===== src/rtl/fetch_stage.sv =====
// Instruction fetch stage: owns the PC, drives instruction memory and
// registers the returned word into the IF/ID register for decode.
//
// state  | meaning
// -------+---------------------------------------------------------------
// RUN    | fetching sequentially; PC advances on every non-stalled edge
// HALTED | halt opcode seen; PC parked on the halt address until redirect
module fetch_stage #(
  parameter int unsigned            PC_W     = 16,
  parameter int unsigned            INSTR_W  = 23,
  parameter int unsigned            OP_W     = 5,
  parameter logic [OP_W-1:0]        HALT_OP  = 5'b11111,
  parameter logic [PC_W-1:0]        RESET_PC = '0
) (
  input  logic               clk,
  input  logic               rst_n,
  output logic [PC_W-1:0]    pc_o,
  input  logic [INSTR_W-1:0] instr_i,
  input  logic               stall_i,
  input  logic               br_taken_i,
  input  logic [PC_W-1:0]    br_target_i,
  output logic [INSTR_W-1:0] id_instr_o,
  output logic [PC_W-1:0]    id_pc_o,
  output logic               id_valid_o,
  output logic               halted_o,
  output logic [15:0]        fetch_cnt_o
);

  typedef enum logic {
    RUN    = 1'b0,
    HALTED = 1'b1
  } state_t;

  state_t               state_q, state_d;
  logic [PC_W-1:0]      pc_q, pc_d;
  logic [INSTR_W-1:0]   id_instr_q, id_instr_d;
  logic [PC_W-1:0]      id_pc_q, id_pc_d;
  logic                 id_valid_q, id_valid_d;
  logic [15:0]          fetch_cnt_q, fetch_cnt_d;
  logic                 is_halt;

  assign is_halt = (instr_i[INSTR_W-1 -: OP_W] == HALT_OP);

  // State register plus IF/ID pipeline register, cleared asynchronously.
  always_ff @(posedge clk or negedge rst_n) begin
    if (!rst_n) begin
      state_q     <= RUN;
      pc_q        <= RESET_PC;
      id_instr_q  <= '0;
      id_pc_q     <= '0;
      id_valid_q  <= 1'b0;
      fetch_cnt_q <= '0;
    end else begin
      state_q     <= state_d;
      pc_q        <= pc_d;
      id_instr_q  <= id_instr_d;
      id_pc_q     <= id_pc_d;
      id_valid_q  <= id_valid_d;
      fetch_cnt_q <= fetch_cnt_d;
    end
  end

  // Next-state: redirect beats stall, stall beats normal fetch/halt handling.
  always_comb begin
    state_d     = state_q;
    pc_d        = pc_q;
    id_instr_d  = id_instr_q;
    id_pc_d     = id_pc_q;
    id_valid_d  = id_valid_q;
    fetch_cnt_d = fetch_cnt_q;

    if (br_taken_i) begin
      // Redirect squashes whatever is in flight, including a halt word.
      pc_d       = br_target_i;
      id_valid_d = 1'b0;
      state_d    = RUN;
    end else if (!stall_i) begin
      unique case (state_q)
        RUN: begin
          id_instr_d = instr_i;
          id_pc_d    = pc_q;
          id_valid_d = 1'b1;
          if (fetch_cnt_q != 16'hFFFF) begin
            fetch_cnt_d = fetch_cnt_q + 16'd1;
          end
          if (is_halt) begin
            state_d = HALTED;
          end else begin
            pc_d = pc_q + 1'b1;
          end
        end
        HALTED: begin
          // Halt word has now been accepted by decode; stop presenting it.
          id_valid_d = 1'b0;
        end
        default: begin
          state_d = RUN;
        end
      endcase
    end
  end

  assign pc_o        = pc_q;
  assign id_instr_o  = id_instr_q;
  assign id_pc_o     = id_pc_q;
  assign id_valid_o  = id_valid_q;
  assign halted_o    = (state_q == HALTED);
  assign fetch_cnt_o = fetch_cnt_q;

endmodule

===== config.mk =====
export PLATFORM = sky130hd
export DESIGN_NAME = fetch_stage
export DESIGN_NICKNAME = d
export VERILOG_FILES = /design/src/rtl/fetch_stage.sv
export SDC_FILE = /design/constraint.sdc
export NUM_CORES = 1
export LEC_CHECK = 0
export ABC_AREA = 1
export CAP_MARGIN = 15
export CORE_MARGIN = 3
export CORE_UTILIZATION = 47
export DETAILED_ROUTE_END_ITERATION = 10
export GPL_ROUTABILITY_DRIVEN = 0
export PLACE_DENSITY_LB_ADDON = 0.2
export SYNTH_ARGS = -nofsm -noshare
export SYNTH_HDL_FRONTEND = slang
export SYNTH_SLANG_ARGS = --single-unit

===== constraint.sdc =====
create_clock -name clk -period 2.03 [get_ports clk]
set_input_delay 0.406 -clock clk [delete_from_list [all_inputs] [get_ports clk]]
set_output_delay 0.406 -clock clk [all_outputs]
set_load 0.05 [all_outputs]

==> results of run 1 <==
## final timing paths
kind | startpoint | cells after the start | to
max | pc_o[0] | 1 | pc_o[0]
min | rst_n | 1 | fetch_cnt_o[8]
max reg2reg | fetch_cnt_o[0] | 7 | fetch_cnt_o[2]
min reg2reg | id_instr_o[4] | 2 | id_instr_o[4]
max in group asynchronous | rst_n | 2 | id_pc_o[13]
min in group clk | id_instr_o[4] | 2 | id_instr_o[4]
## cell usage in the layout, fill, tap and decap left out, drive strengths merged
master / n
a21oi: 1
buf: 18
bufinv: 2
clkbuf: 11
clkdlybuf4s50: 83
clkinv: 2
clkinvlp: 1
dfrtp: 73
dlygate4sd2: 14
dlymetal6s2s: 8
ha: 2
inv: 35
nand2: 222
nand3: 43
nand3b: 1
nand4: 8
nor2: 38
o211ai: 4
o21ai: 34
xnor2: 3
xor2: 6
## cell type report
type	instances	area, sq um
repair buffers	123	1239
well taps	99	123.9
flip-flops and latches	73	1827
clock buffers	11	151.4
multi-input cells	362	1639
clock inverters	5	77.57
inverters	35	133.9
fillers	620	2256
## logic make-up after synthesis
group	count (synthesis)	share of synthesized area
and+or+nand+nor	312	0.3487
DFF	73	0.4942
buffers and inverters	50	0.06229
AOI/OAI and AO/OA	39	0.06669
xor gates and xnor gates	9	0.02133
adders and majority gates	2	0.006769
## Yosys cell counts
library cell / n
nand2_4: 1
clkbuf_1: 3
xnor2_1: 3
inv_4: 1
nor2_4: 1
o21ai_2: 8
buf_6: 2
nand2_2: 5
nor2_2: 5
nand3b_1: 1
nor2_1: 32
nand4_1: 8
dfrtp_1: 73
o21ai_4: 1
buf_4: 5
xor2_1: 6
nand2_1: 216
inv_2: 2
nand3_1: 43
a21oi_1: 1
buf_2: 5
inv_1: 32
o21ai_1: 3
o211ai_1: 4
ha_1: 2
o21ai_0: 22
## per-stage QoR
stage	util	setup slack (ns)	hold WS, ns	total power [W]
after global routing	0.6971	0.009397	0.01772	0.005586
after CTS	0.6944	0.001254	0.008734	0.005373
after detailed placement	0.6660	0.1143	0.3858	0.004098
final	0.6971	0.06422	-0.009815	0.005339
after global placement	0.6660	0.2138	0.3835	0.004051
after floorplan	-	0.1980	0.1104	0.003310
## registers in the layout, summed over array words and instances, names as in the netlist
signal	count
fetch_cnt_o	16
id_valid_o	1
pc_o	16
id_instr_o	23
id_pc_o	16
halted_o	1
## layer usage
metal | up-vias | global-route usage
met1 | 1649 | 0.2823
met5 | - | 0
met4 | 0 | 0.07091
li1 | 1772 | -
met3 | 15 | 0.04861
met2 | 119 | 0.3764
## repair_timing
item | CTS | global route
pin swaps | 0 | 0
resized for setup | 14 | 8
hold buffers | 0 | 0
setup endpoints to repair | 14 | 8
## power breakdown
part	total, W	leakage (nW)	switching, W	internal, W
Combinational	0.00207	1.53	0.00141	0.000667
Clock	0.00131	0.115	0.000554	0.000755
Sequential	0.00196	0.918	0.000255	0.00170
==> impl_metrics.env, run 1 <==
export IMPL_finClkSkew_ns=0.01092
export IMPL_syn_to_final_growth_pct=40.45
export IMPL_clk_pin_slew_ns=0.08
export IMPL_grt_overflow_total=0
export IMPL_n_antenna_cell=0
export IMPL_io_pins=116
export IMPL_failed_checks="hold timing"
export IMPL_dpl_cell_count=692
export IMPL_timing_fmax_mhz=508.7
export IMPL_core_area_sq_um=7447
export IMPL_detail_route_iter0_violations=153
export IMPL_mappedNetlistNets=530
export IMPL_ys_seq_area_frac=0.4942
export IMPL_route_vias_total=3555
export IMPL_hold_path_class="input port to asynchronous set/reset pin"
export IMPL_cts_tree="built"
export IMPL_final_cell_area_sq_um=5191
export IMPL_ctsHtreeMaxLevel=3
export IMPL_post_cts_buffers=0
export IMPL_required_worst_endpoint_ns=1.62
export IMPL_critPathMaxFanout=4
export IMPL_routed_wl_met2_mm=4.886
export IMPL_post_route_min_period_ns=1.966
export IMPL_outcome="complete, but fails checks"
export IMPL_count_of_nets_left_with_antenna_violations_after_detail_routing=0
export IMPL_cts_num_sinks=73
export IMPL_timing_critical_path_buf_inv=1
export IMPL_timing_final_max_slew_violations=0
export IMPL_critPathCaptureType="output pin"
export IMPL_crit_type="flop to output pin"
export IMPL_critical_path_top_delay_family="buffers and inverters"
export IMPL_ys_warnings_count=0
export IMPL_rsz0062_at_grt="no"
export IMPL_post_synthesis_mean_instance_area_sq_um=7.621
export IMPL_first_global_vias=3344
export IMPL_start_kind="flop"
export IMPL_final_layout_size_suffix_gt1_frac=0.09524
export IMPL_root_buffer="clkbuf_8"
export IMPL_synthesis_area_sq_um=3696
export IMPL_wl_met1_mm=3.966
export IMPL_clock_latency_ns=0.35
export IMPL_tightest_slew_ns=0.5554
export IMPL_wl_per_cell_um=13.56
export IMPL_synth_ff_latch_count=73
export IMPL_synthDominantAreaCellType="dfrtp_1"
export IMPL_average_via_count_per_standard_cell=5.021
export IMPL_stage_delay_of_the_slowest_cell_on_the_critical_path_ns=0.82
export IMPL_timing_final_crit_share=0.9684
export IMPL_drv_cap=0
export IMPL_setup_violations_final=0
export IMPL_slew_headroom=0.6286
export IMPL_totalWireLength_mm=9.597
export IMPL_pre_repair_dr_iteration_count=4
export IMPL_hold_slack_ns=-0.009815
export IMPL_cts_buffer_depth=2
export IMPL_cts_buffers=9
export IMPL_largest_net_degree_at_the_start_of_global_routing=42
export IMPL_final_instance_count_excl_fillers=708
export IMPL_grt_usage=0.2220
export IMPL_post_synth_num_cell_types=26
export IMPL_highest_layer="met4"
export IMPL_met3_wirelength_um=597
export IMPL_grt_first_pass_wirelength_mm=15.63
export IMPL_powerDensity_nw_per_um2=1028
export IMPL_timing_setup_tns_ns=0
export IMPL_initial_core_util=0.4963
export IMPL_synthCells=485
export IMPL_io_buffer_count=115
export IMPL_fp_dieArea_sq_um=8964
export IMPL_final_hold_violation_count=4
export IMPL_chipWidth_um=94.68
export IMPL_drc=0
export IMPL_rows=31
export IMPL_reg2reg_slack_ns=0.32
export IMPL_power_leakage_nw=2.562
export IMPL_nNetsFinal=649
export IMPL_postPlaceCellArea_sq_um=4960
export IMPL_antenna_found_initial=0
export IMPL_cp_arrival_ns=1.56
export IMPL_synth_top_cells_by_area="dfrtp_1, nand2_1, nand3_1"
export IMPL_hpwl_detailed_mm=7.160
export IMPL_ir_worst_vdd_mv=0.4698
export IMPL_synth_largest_type_area_fraction=0.4942
export IMPL_worst_path_max_delay_cell="clkdlybuf4s50_1"
export IMPL_die_height_um=94.68
export IMPL_path_cells="clkdlybuf4s50_1"
(Power assumes the default switching activity.)
==> run 2, diff against run 1 <==
CORE_UTILIZATION = 50   (was 47)
clock period = 2.35 ns   (was 2.03 ns; I/O delays follow)
==> impl_metrics.env, run 2 (synthesized netlist as in run 1, its figures left out) <==
export IMPL_critical_path_top_delay_family="buffers and inverters"
export IMPL_hold_path_class="input port to asynchronous set/reset pin"
export IMPL_cts_buffers=9
export IMPL_chipWidth_um=91.98
export IMPL_core_area_sq_um=6982
export IMPL_clock_latency_ns=0.34
export IMPL_pre_repair_dr_iteration_count=5
export IMPL_detail_route_iter0_violations=163
export IMPL_nNetsFinal=648
export IMPL_timing_critical_path_buf_inv=1
export IMPL_stage_delay_of_the_slowest_cell_on_the_critical_path_ns=0.86
export IMPL_most_common_cell_after_layout_fill_and_taps_aside="nand2_1"
export IMPL_finClkSkew_ns=0.009387
export IMPL_die_height_um=91.98
export IMPL_timing_fmax_mhz=463.2
export IMPL_cp_arrival_ns=1.69
export IMPL_route_vias_total=3609
export IMPL_drc=0
export IMPL_initial_core_util=0.5294
export IMPL_first_global_vias=3533
export IMPL_crit_type="flop to output pin"
export IMPL_count_of_nets_left_with_antenna_violations_after_detail_routing=0
export IMPL_fillers=561
export IMPL_grt_usage=0.2441
export IMPL_slew_headroom=0.5972
export IMPL_rows=30
export IMPL_grt_overflow_total=0
export IMPL_powerDensity_nw_per_um2=912.1
export IMPL_antenna_found_initial=0
export IMPL_cts_num_sinks=73
export IMPL_critPathMaxFanout=7
export IMPL_flip_flop_count_of_the_largest_register_after_layout=23
export IMPL_drv_cap=0
export IMPL_root_buffer="clkbuf_8"
export IMPL_hold_buffers=0
export IMPL_tightest_slew_ns=0.6041
export IMPL_dpl_cell_count=688
export IMPL_n_antenna_cell=0
export IMPL_wl_per_cell_um=14.05
export IMPL_clk_pin_slew_ns=0.07
export IMPL_power_leakage_nw=2.390
export IMPL_ctsHtreeMaxLevel=3
export IMPL_sequential_cell_area_sq_um=1827
export IMPL_path_cells="clkdlybuf4s50_1"
export IMPL_worst_path_max_delay_cell="clkdlybuf4s50_1"
export IMPL_placement_setup_worst_slack_ns=0.2684
export IMPL_outcome="completed"
export IMPL_average_via_count_per_standard_cell=5.126
export IMPL_cts_tree="built"
export IMPL_critPathCaptureType="output pin"
export IMPL_hpwl_detailed_mm=7.279
export IMPL_final_cell_mix="nand2_1, clkdlybuf4s50_1, dfrtp_1, nand3_1"
export IMPL_finalWorstSetupSlack_ns=0.1913
export IMPL_cts_buffer_depth=2
export IMPL_rsz0062_at_grt="no"
export IMPL_io_pins=116
export IMPL_start_kind="flop"
export IMPL_grt_first_pass_wirelength_mm=16.57
export IMPL_final_instance_count_excl_fillers=704
export IMPL_syn_to_final_growth_pct=40.08
export IMPL_required_worst_endpoint_ns=1.88
export IMPL_final_core_util=0.7416
export IMPL_setup_violations_final=0
export IMPL_timing_setup_tns_ns=0
export IMPL_largest_net_degree_at_the_start_of_global_routing=46
export IMPL_io_buffer_count=115
export IMPL_final_layout_size_suffix_gt1_frac=0.07730
export IMPL_totalWireLength_mm=9.894
export IMPL_ir_worst_vdd_mv=0.4746
export IMPL_fp_dieArea_sq_um=8459
export IMPL_timing_final_crit_share=0.9186
export IMPL_final_hold_violation_count=0
export IMPL_hold_slack_ns=0.1358
export IMPL_post_route_min_period_ns=2.159
export IMPL_area_used_by_multi_input_combinational_logic_sq_um=1639
export IMPL_post_cts_resized_instances=0
export IMPL_post_cts_buffers=0
export IMPL_timing_final_max_slew_violations=0
## run 2: cell type report
| type | instances | share of cell area |
|---|---|---|
| sequential | 73 | 0.3528 |
| multi-input combinational | 362 | 0.3166 |
| timing repair buffer | 122 | 0.2344 |
| clock buffer | 11 | 0.02731 |
| inverter | 35 | 0.02586 |
| tap | 96 | 0.02320 |
| clock inverter | 5 | 0.01982 |
## run 2: path summary, 6_finish.rpt
check	start	end	slack (ns)	cells past startpoint
max	pc_o[10]	pc_o[10]	0.19	1
min	rst_n	fetch_cnt_o[8]	0.14	1
max reg2reg	fetch_cnt_o[0]	fetch_cnt_o[10]	0.58	9
min reg2reg	id_pc_o[1]	id_pc_o[1]	0.48	2
max in group asynchronous	rst_n	fetch_cnt_o[14]	1.64	2
min in group clk	id_pc_o[1]	id_pc_o[1]	0.48	2
## run 2: power breakdown
part	internal (W)	total [W]	switching (W)
registers	0.00147	0.00170	0.000227
logic	0.000608	0.00182	0.00121
clock network	0.000733	0.00120	0.000472
## run 2: per-layer routing
layer	vias to the layer above	share of wire	GRT usage
met5	-	0	0
met2	128	0.51	0.4234
met3	18	0.055	0.04512
met4	0	0.023	0.08045
met1	1703	0.41	0.3074
li1	1760	-	-
## run 2: through the flow
stage               cell area (sq um)  power [W]
floorplan                        3696   0.002860
global placement                 4933   0.003502
detailed placement               4933   0.003543
CTS                              5177   0.004745
global route                     5177   0.004947
finish                           5177   0.004723
==> run 3, diff against run 2 <==
ABC_AREA = unset   (was 1)
CORE_UTILIZATION = 24   (was 50)
==> impl_metrics.env, run 3 <==
export IMPL_outcome="completed"
export IMPL_setup_violations_final=0
export IMPL_critPathMaxFanout=7
export IMPL_timing_final_crit_share=0.9178
export IMPL_synthDominantAreaCellType="dfrtp_1"
export IMPL_timing_setup_tns_ns=0
export IMPL_nNetsFinal=426
export IMPL_clock_latency_ns=0.33
export IMPL_count_of_nets_left_with_antenna_violations_after_detail_routing=0
export IMPL_first_global_vias=2579
export IMPL_syn_to_final_growth_pct=52.87
export IMPL_stage_delay_of_the_slowest_cell_on_the_critical_path_ns=0.86
export IMPL_hold_path_class="input port to asynchronous set/reset pin"
export IMPL_post_synth_num_cell_types=36
export IMPL_clk_pin_slew_ns=0.06
export IMPL_powerDensity_nw_per_um2=893.4
export IMPL_drv_cap=0
export IMPL_path_cells="clkdlybuf4s50_1"
export IMPL_synth_top_cells_by_area="dfrtp_1, mux2_2, xnor2_1"
export IMPL_cts_tree="built"
export IMPL_most_common_cell_after_layout_fill_and_taps_aside="clkdlybuf4s50_1"
export IMPL_slew_headroom=0.6399
export IMPL_initial_core_util=0.2494
export IMPL_hold_buffers=0
export IMPL_root_buffer="clkbuf_16"
export IMPL_synth_largest_type_area_fraction=0.5734
export IMPL_crit_type="flop to output pin"
export IMPL_required_worst_endpoint_ns=1.88
export IMPL_timing_final_max_slew_violations=0
export IMPL_power_leakage_nw=1.955
export IMPL_antenna_found_initial=0
export IMPL_gr_peak_layer="met2"
export IMPL_grt_use_met2=0.1886
export IMPL_average_via_count_per_standard_cell=4.270
export IMPL_gr_usage_met3=0.02984
export IMPL_io_pins=116
export IMPL_synthesis_area_sq_um=3186
export IMPL_synth_top_cells_by_count="dfrtp_1, mux2_2, nand2_1"
export IMPL_critical_path_top_delay_family="buffers and inverters"
export IMPL_ys_seq_area_frac=0.5734
export IMPL_finClkSkew_ns=0.006300
export IMPL_synth_most_common_cell="dfrtp_1"
export IMPL_final_layout_size_suffix_gt1_frac=0.1849
export IMPL_ys_warnings_count=0
export IMPL_fillers=1218
export IMPL_grt_overflow_total=0
export IMPL_postSynth_asyncResetShare=1.000
export IMPL_synthCells=256
export IMPL_cts_buffers=9
export IMPL_ir_worst_vdd_mv=0.5748
export IMPL_synth_ff_latch_count=73
export IMPL_largest_net_degree_at_the_start_of_global_routing=38
export IMPL_mappedNetlistNets=301
export IMPL_final_cell_mix="clkdlybuf4s50_1, dfrtp_1, mux2_2, nand2_1, xnor2_1"
export IMPL_start_kind="flop"
export IMPL_io_buffer_count=115
export IMPL_post_route_min_period_ns=2.157
export IMPL_cts_num_sinks=73
export IMPL_fp_dieArea_sq_um=14690
export IMPL_timing_critical_path_buf_inv=1
export IMPL_final_hold_violation_count=0
export IMPL_die_height_um=121.2
export IMPL_ctsHtreeMaxLevel=3
export IMPL_rsz0062_at_grt="no"
export IMPL_worst_path_max_delay_cell="clkdlybuf4s50_1"
export IMPL_pre_repair_dr_iteration_count=4
export IMPL_tightest_slew_ns=0.5385
export IMPL_core_area_sq_um=12770
export IMPL_hpwl_detailed_mm=5.945
export IMPL_wl_per_cell_um=14.71
export IMPL_timing_fmax_mhz=463.6
export IMPL_postPlaceCellArea_sq_um=4606
export IMPL_ys_flop_type="dfrtp_1"
export IMPL_post_synthesis_mean_instance_area_sq_um=12.44
export IMPL_n_antenna_cell=0
export IMPL_post_cts_buffers=0
export IMPL_post_cts_resized_instances=0
export IMPL_grt_first_pass_wirelength_mm=13.57
export IMPL_synth_edff_count=0
export IMPL_rows=41
export IMPL_detail_route_iter0_violations=81
export IMPL_use_met1=0.1543
export IMPL_flip_flop_count_of_the_largest_register_after_layout=23
export IMPL_final_cell_area_sq_um=4870
export IMPL_critPathCaptureType="output pin"
export IMPL_cp_arrival_ns=1.69
export IMPL_chipWidth_um=121.2
export IMPL_grt_usage=0.1184
export IMPL_drc=0
export IMPL_route_vias_total=2374
export IMPL_totalWireLength_mm=8.181
export IMPL_cts_buffer_depth=2
[run 3: cell types whose count changed after synthesis, sizes merged, moves of 18 or more]
cell,previous run,this run
nand3,43,10
mux2,0,45
nor2,38,7
nand2,222,26
o21ai,34,16
inv,35,1
[run 3: path summary, 6_finish.rpt]
| check | startpoint | end | slack, ns | cells after the start |
|---|---|---|---|---|
| max | pc_o[4] | pc_o[4] | 0.19 | 1 |
| min | rst_n | id_pc_o[3] | 0.11 | 1 |
| max reg2reg | fetch_cnt_o[0] | fetch_cnt_o[1] | 0.41 | 6 |
| min reg2reg | id_pc_o[3] | id_pc_o[3] | 0.50 | 1 |
| max in group asynchronous | rst_n | id_instr_o[6] | 1.65 | 2 |
| min in group clk | id_pc_o[3] | id_pc_o[3] | 0.50 | 1 |
[run 3: per-layer routing]
metal,vias up,wire (um)
li1,1146,-
met1,1148,3730
met2,72,3886
met3,8,430
met4,0,133
met5,-,0
[run 3: metrics by stage]
stage / cells / utilization / hold WS, ns / total power (W) / setup slack, ns
4_1_cts: 556 / 0.3812 / 0.1298 / 0.004425 / 0.1870
2_1_floorplan: 256 / - / 0.1744 / 0.002556 / 0.2096
6_report: 556 / 0.3812 / 0.1060 / 0.004350 / 0.1932
3_3_place_gp: 542 / 0.3606 / 0.4802 / 0.003131 / 0.06309
3_5_place_dp: 542 / 0.3606 / 0.4831 / 0.003149 / 0.05525
5_1_grt: 556 / 0.3812 / 0.1365 / 0.004561 / 0.1610
[run 3: kinds of logic after synthesis]
group | Yosys count | synth area share
fa+ha+maj | 2 | 0.007854
buf+inv | 12 | 0.01885
compound gates | 20 | 0.03456
mux | 46 | 0.1634
xor+xnor | 27 | 0.07423
simple gates | 76 | 0.1277
flops | 73 | 0.5734
[run 3: final cells by class]
cell class | instances | area (sq um) | share of cell area
clock buffer | 14 | 264.0 | 0.05421
tap | 172 | 215.2 | 0.04419
multi-input combinational | 171 | 1299 | 0.2667
timing repair buffer | 125 | 1261 | 0.2590
inverter | 1 | 3.754 | 0.0007708
sequential | 73 | 1827 | 0.3751
[run 3: report_power, final]
part           internal (W)  switching [W]
combinational      0.000570       0.000922
clock              0.000762       0.000478
sequential          0.00145       0.000171
